$ cat src/rtl/ped_signal_ctrl.sv
// rtl/ped_signal_ctrl.sv - pedestrian WALK/DONT_WALK controller slaved to the vehicle signal lamps
//
// Purpose: latches pedestrian requests, grants a walk interval followed by a
// flashing clearance interval inside a vehicle-red phase, and drives a countdown.
// Any lamp conflict latches a sticky fault with solid DONT_WALK.
//
// Optional feature macro: PED_CHIRP_EN (adds the 'chirp' audible-cue output).
//
// Ports:
//   clk, rst          clock, synchronous active-high reset
//   tick              single-cycle time-base enable
//   t_red/t_yel/t_grn vehicle lamps from the upstream controller
//   ped_btn           raw asynchronous pedestrian button
//   walk, dont_walk   pedestrian heads (dont_walk flashes during clearance)
//   countdown         remaining ticks of WALK/FLASH, 0 otherwise
//   req_pending       request latched, not yet served
//   abort             one-cycle pulse when red drops during WALK/FLASH
//   fault             sticky lamp-conflict flag
//   chirp             (PED_CHIRP_EN only) toggles on each tick while in WALK
module ped_signal_ctrl #(
  parameter int WALK_TICKS  = 10,
  parameter int CLEAR_TICKS = 15,
  parameter int CW          = 8
) (
  input  logic          clk,
  input  logic          rst,
  input  logic          tick,
  input  logic          t_red,
  input  logic          t_yel,
  input  logic          t_grn,
  input  logic          ped_btn,
  output logic          walk,
  output logic          dont_walk,
  output logic [CW-1:0] countdown,
  output logic          req_pending,
  output logic          abort,
`ifdef PED_CHIRP_EN
  output logic          chirp,
`endif
  output logic          fault
);

  typedef enum logic [2:0] {
    S_IDLE, S_WAIT_RED, S_WALK, S_FLASH, S_HOLD, S_FAULT
  } state_t;

  localparam logic [CW-1:0] WALK_CD  = CW'(WALK_TICKS);
  localparam logic [CW-1:0] CLEAR_CD = CW'(CLEAR_TICKS);

  state_t        r_state;
  logic          r1_red, r1_yel, r1_grn, r2_red;
  logic          r_btn_s1, r_btn_s2, r_btn_s3;
  logic          r_walk, r_dont_walk, r_req, r_abort, r_fault;
  logic [CW-1:0] r_countdown;

  logic w_red_rise, w_lamp_conflict, w_btn_edge, w_cd_last;

  assign w_red_rise      = r1_red & ~r2_red;
  // All lamps dark is legal (upstream in reset); two or more lit is not.
  assign w_lamp_conflict = (r1_red & r1_yel) | (r1_red & r1_grn) | (r1_yel & r1_grn);
  assign w_btn_edge      = r_btn_s2 & ~r_btn_s3;
  assign w_cd_last       = (r_countdown == CW'(1));

  assign walk        = r_walk;
  assign dont_walk   = r_dont_walk;
  assign countdown   = r_countdown;
  assign req_pending = r_req;
  assign abort       = r_abort;
  assign fault       = r_fault;

  always_ff @(posedge clk) begin
    if (rst) begin
      r_state     <= S_IDLE;
      r1_red      <= 1'b0;
      r1_yel      <= 1'b0;
      r1_grn      <= 1'b0;
      r2_red      <= 1'b0;
      r_btn_s1    <= 1'b0;
      r_btn_s2    <= 1'b0;
      r_btn_s3    <= 1'b0;
      r_walk      <= 1'b0;
      r_dont_walk <= 1'b1;
      r_countdown <= '0;
      r_req       <= 1'b0;
      r_abort     <= 1'b0;
      r_fault     <= 1'b0;
    end else begin
      r1_red   <= t_red;
      r1_yel   <= t_yel;
      r1_grn   <= t_grn;
      r2_red   <= r1_red;
      r_btn_s1 <= ped_btn;
      r_btn_s2 <= r_btn_s1;
      r_btn_s3 <= r_btn_s2;
      r_abort  <= 1'b0;

      // Presses during WALK are dropped: the crossing is already being served.
      if (w_btn_edge && r_state != S_WALK) r_req <= 1'b1;

      if (w_lamp_conflict || r_state == S_FAULT) begin
        r_state     <= S_FAULT;
        r_walk      <= 1'b0;
        r_dont_walk <= 1'b1;
        r_countdown <= '0;
        r_fault     <= 1'b1;
      end else begin
        case (r_state)
          S_IDLE: if (r_req) r_state <= S_WAIT_RED;
          // Only a fresh red onset grants; a red already lit on entry is too
          // far into its phase to fit a full walk plus clearance.
          S_WAIT_RED: if (w_red_rise) begin
            r_state     <= S_WALK;
            r_walk      <= 1'b1;
            r_dont_walk <= 1'b0;
            r_countdown <= WALK_CD;
            r_req       <= 1'b0;
          end
          S_WALK, S_FLASH: begin
            // Early red loss outranks any tick arriving in the same cycle.
            if (!r1_red) begin
              r_state     <= r_req ? S_WAIT_RED : S_IDLE;
              r_walk      <= 1'b0;
              r_dont_walk <= 1'b1;
              r_countdown <= '0;
              r_abort     <= 1'b1;
            end else if (tick) begin
              if (w_cd_last) begin
                r_walk      <= 1'b0;
                r_dont_walk <= 1'b1;
                if (r_state == S_WALK) begin
                  r_state     <= S_FLASH;
                  r_countdown <= CLEAR_CD;
                end else begin
                  r_state     <= S_HOLD;
                  r_countdown <= '0;
                end
              end else begin
                if (r_countdown != '0) r_countdown <= r_countdown - CW'(1);
                if (r_state == S_FLASH) r_dont_walk <= ~r_dont_walk;
              end
            end
          end
          S_HOLD: if (!r1_red) r_state <= r_req ? S_WAIT_RED : S_IDLE;
          default: r_state <= S_IDLE;
        endcase
      end
    end
  end

`ifdef PED_CHIRP_EN
  logic r_chirp;
  logic w_walk_stays;

  // True when the FSM remains in WALK through this edge.
  assign w_walk_stays = (r_state == S_WALK) && r1_red && !w_lamp_conflict &&
                        !(tick && w_cd_last);

  always_ff @(posedge clk) begin
    if (rst) r_chirp <= 1'b0;
    else     r_chirp <= w_walk_stays ? (r_chirp ^ tick) : 1'b0;
  end

  assign chirp = r_chirp;
`endif

  always_ff @(posedge clk) begin
    if (!rst) assert (!(r_walk && r_dont_walk));
  end

endmodule
$ cat config.mk
export PLATFORM = sky130hd
export DESIGN_NAME = ped_signal_ctrl
export DESIGN_NICKNAME = d
export VERILOG_FILES = /design/src/rtl/ped_signal_ctrl.sv
export SDC_FILE = /design/constraint.sdc
export NUM_CORES = 1
export LEC_CHECK = 0
export ABC_CLOCK_PERIOD_IN_PS = 2300
export CELL_PAD_IN_SITES_DETAIL_PLACEMENT = 0
export CELL_PAD_IN_SITES_GLOBAL_PLACEMENT = 2
export CORE_UTILIZATION = 31
export DETAILED_ROUTE_END_ITERATION = 16
export GPL_TIMING_DRIVEN = 0
export HOLD_SLACK_MARGIN = 0.15
export PLACE_DENSITY = 0.77
export SYNTH_ARGS = -nofsm -noshare
export SYNTH_HDL_FRONTEND = slang
export SYNTH_SLANG_ARGS = --single-unit
$ cat constraint.sdc
create_clock -name clk -period 2.3 [get_ports clk]
set_input_delay 0.23 -clock clk [delete_from_list [all_inputs] [get_ports clk]]
set_output_delay 0.23 -clock clk [all_outputs]
set_load 0.01 [all_outputs]
==> flow_summary.yaml <==
outcome:
  outcome: "complete, no violations"
sta:
  relSlewSlack: 0.524
  period_minus_slack_ps: 1960
  tightest_slew_ps: 708
  setup_viol: 0
  fin_skew_ps: 2.42
  fin_ws_ps: 336
  rsz0062_at_grt: "no"
  post-route-period-util: 0.854
  slew_violations: 0
  fmax_ghz: 0.509
  tns_ps: 0
  hold_violations: 0
logic_synthesis:
  seq_area_frac_synth: 0.368
  synth_top_area_cell: "dfxtp_1"
  synth_fa_ha_area_frac: 0.0290
  syn_inst: 144
  syn_area_um2: 1250
  synth-edff-count: 0
  synth-xor-area-share: 0.00700
  ys_async_sr_fraction: 0
  synth.avg_cell_area_um2: 8.69
  ys_types: 50
  synth_warnings: 0
  synth_fp_nets: 153
  synthSimpleGateAreaFrac: 0.291
  synth.area.top_cells: "dfxtp_1 (37%), nor2_1 (4.5%), nor2b_1 (4.0%), mux2i_1 (3.2%), a31oi_1 (3.0%)"
  netlist.area_leader.share: 0.368
  synth_compound_area_frac: 0.222
  muxShareOfSynthArea: 0.0320
  synth_seq_cells: 23
  synth_top_family_by_area: "simple AND/OR/NAND/NOR gates"
  ys.flop_type: "dfxtp_1"
floorplanning:
  start_util: 0.332
  die_area_um2: 4290
  rows: 22
  die_w_um: 65.5
  die_h_um: 65.5
  placeableCoreArea_um2: 3770
  ios: 20
place:
  io_buffer_count: 19
  gp_congestion: 0.801
  hpwl_mm: 2.25
  place_ws_ps: 373
critical_path:
  r2r_slack_ps: 340
  slowest_delay_ps: 460
  start_kind: "flop"
  worstPathRequired_ps: 2420
  critPathSlowestCell: "nor4_2"
  worstPathArrival_ps: 2080
  critPathMaxFanout: 9
  r2r-start: "countdown[4]"
  crit_family: "simple AND/OR/NAND/NOR gates"
  worstPathCellList: "nor4_2, nand3_2, a311oi_1, mux2i_1, nand2_1"
  path_buf_inv: 0
  r2r_end: "dont_walk"
  worstSetupPathType: "flop to flop"
  reg2reg_depth: 5
  endpoint_kind: "flop"
power:
  p_leak_uw: 0.000550
  power_density_nw_per_um2: 736
  irDropWorstVdd_mv: 0.340
  total_power_uw: 1140
cts:
  clockBufferDepth: 2
  cts.reportedPaths.clkPinSlew_ps: 90
  cts_tree: "built"
  clock_sinks: 23
  cts_buffers: 3
  post_cts_resized: 0
  cts_root_buffer: "clkbuf_8"
  clk_latency_ps: 260
  htreeDepth: 1
  post_cts_buffers: 0
  hold_buffers: 0
global_routing:
  grt_start_max_net_pins: 14
  grtUsageTotal: 0.158
  grt_overflow_total: 0
  grt_pass1_wl_mm: 5.18
  grt_antenna_before_repair: 0
  grt_pass1_vias: 1127
routing:
  drt_iter0_markers: 94
  vias_per_cell: 5.41
  dr.pass1.iters: 4
  drtAntennaViolNets: 0
  drc: 0
  wl_per_cell_um: 14.4
  drt_wl_total_mm: 3.10
  num_vias: 1163
job:
  maxCapViolCount: 0
hold_path:
  min_path_cells: 1
  hold_class: "flop to flop"
  holdPathEnd: "r_btn_s2"
  hp-start: "r_btn_s1"
layout:
  drive_above_1_share: 0.126
  fillCellCount: 349
  syn2layout_area_growth_pct: 23.7
  diodes: 0
  fin_nets: 177
## cell usage after synthesis, drive strengths merged (4+ instances only)
cell,instances
dfxtp,23
inv,7
nor3,8
nand2b,4
a31oi,6
mux2i,4
o21ai,5
nor2b,8
nor4,4
o31ai,5
buf,4
nor2,16
nand3,4
a21oi,7
## state kept, by name, summed over array words and instances, names as in the netlist
signal	flops
r_btn_s1	1
abort	1
fault	1
countdown	8
r_btn_s2	1
r1_red	1
r2_red	1
req_pending	1
walk	1
r_state	3
r1_yel	1
r1_grn	1
dont_walk	1
r_btn_s3	1
## per-stage QoR
step	util	cells	hold slack (ps)	area, µm²
final	0.410	215	445	1550
after global routing	0.410	215	477	1550
after CTS	0.410	215	447	1550
after detailed placement	0.398	211	426	1500
after global placement	0.398	211	416	1500
after floorplan	-	144	302	1250
## worst max path at each step
stage	startpoint	slack, ps	to	depth (start not counted)
floorplan	countdown[0]	520	countdown[3]	8
global route	countdown[4]	160	dont_walk	5
CTS	countdown[4]	350	dont_walk	5
detailed placement	countdown[0]	370	countdown[1]	8
finish	countdown[4]	340	dont_walk	5
global placement	countdown[4]	380	dont_walk	5
## cell families (layout without fill, tap and decap cells)
family                   after synthesis  in the layout
AO/OA/AOI/OAI                         39             39
XOR/XNOR                               1              1
adder cells (fa/ha/maj)                3              3
buffers and inverters                 14             37
flip-flops                            23             23
multiplexers                           4              4
AND/OR/NAND/NOR                       60             60
## routing by layer
| metal | up-vias | GRT usage | share of wire |
|---|---|---|---|
| met5 | - | 0 | 0 |
| met4 | 0 | 0.0734 | 0.015 |
| met3 | 6 | 0.0208 | 0.041 |
| met2 | 37 | 0.247 | 0.45 |
| met1 | 543 | 0.213 | 0.49 |
| li1 | 577 | - | - |
## final cells by class
type                    instances  area (µm²)  area share
plain buffers                   7        37.5      0.0243
clock buffers                   3        41.3      0.0267
clock inverters                 1        5.00     0.00323
inverters                       7        26.3      0.0170
multi-input cells             107         727       0.470
flip-flops and latches         23         460       0.297
well taps                      48        60.1      0.0388
repair buffers                 19         190       0.123
## placed cells by master, fill, tap and decap left out, types with 3 or more instances in the layout
cell type,count
a21oi_1,7
a31oi_1,6
buf_2,3
clkbuf_1,3
clkbuf_8,3
clkdlybuf4s50_1,19
dfxtp_1,23
inv_1,7
mux2i_1,4
nand2_1,3
nand2b_1,4
nand3_1,3
nor2_1,15
nor2b_1,8
nor3_1,7
o21ai_1,3
o31ai_1,4
or3_1,3
## worst reg2reg max path, cell delays in order, from the launching register on
cell,delay [ps]
dfxtp_1,400
nor4_2,460
nand3_2,250
a311oi_1,410
mux2i_1,230
nand2_1,70
## power breakdown
group / total (µW) / leakage [µW] / switching, µW / internal (µW)
sequential: 470 / 0.000188 / 34.6 / 435
clock: 256 / 0.0000255 / 135 / 121
combinational: 414 / 0.000336 / 235 / 179
(Power assumes the default switching activity.)
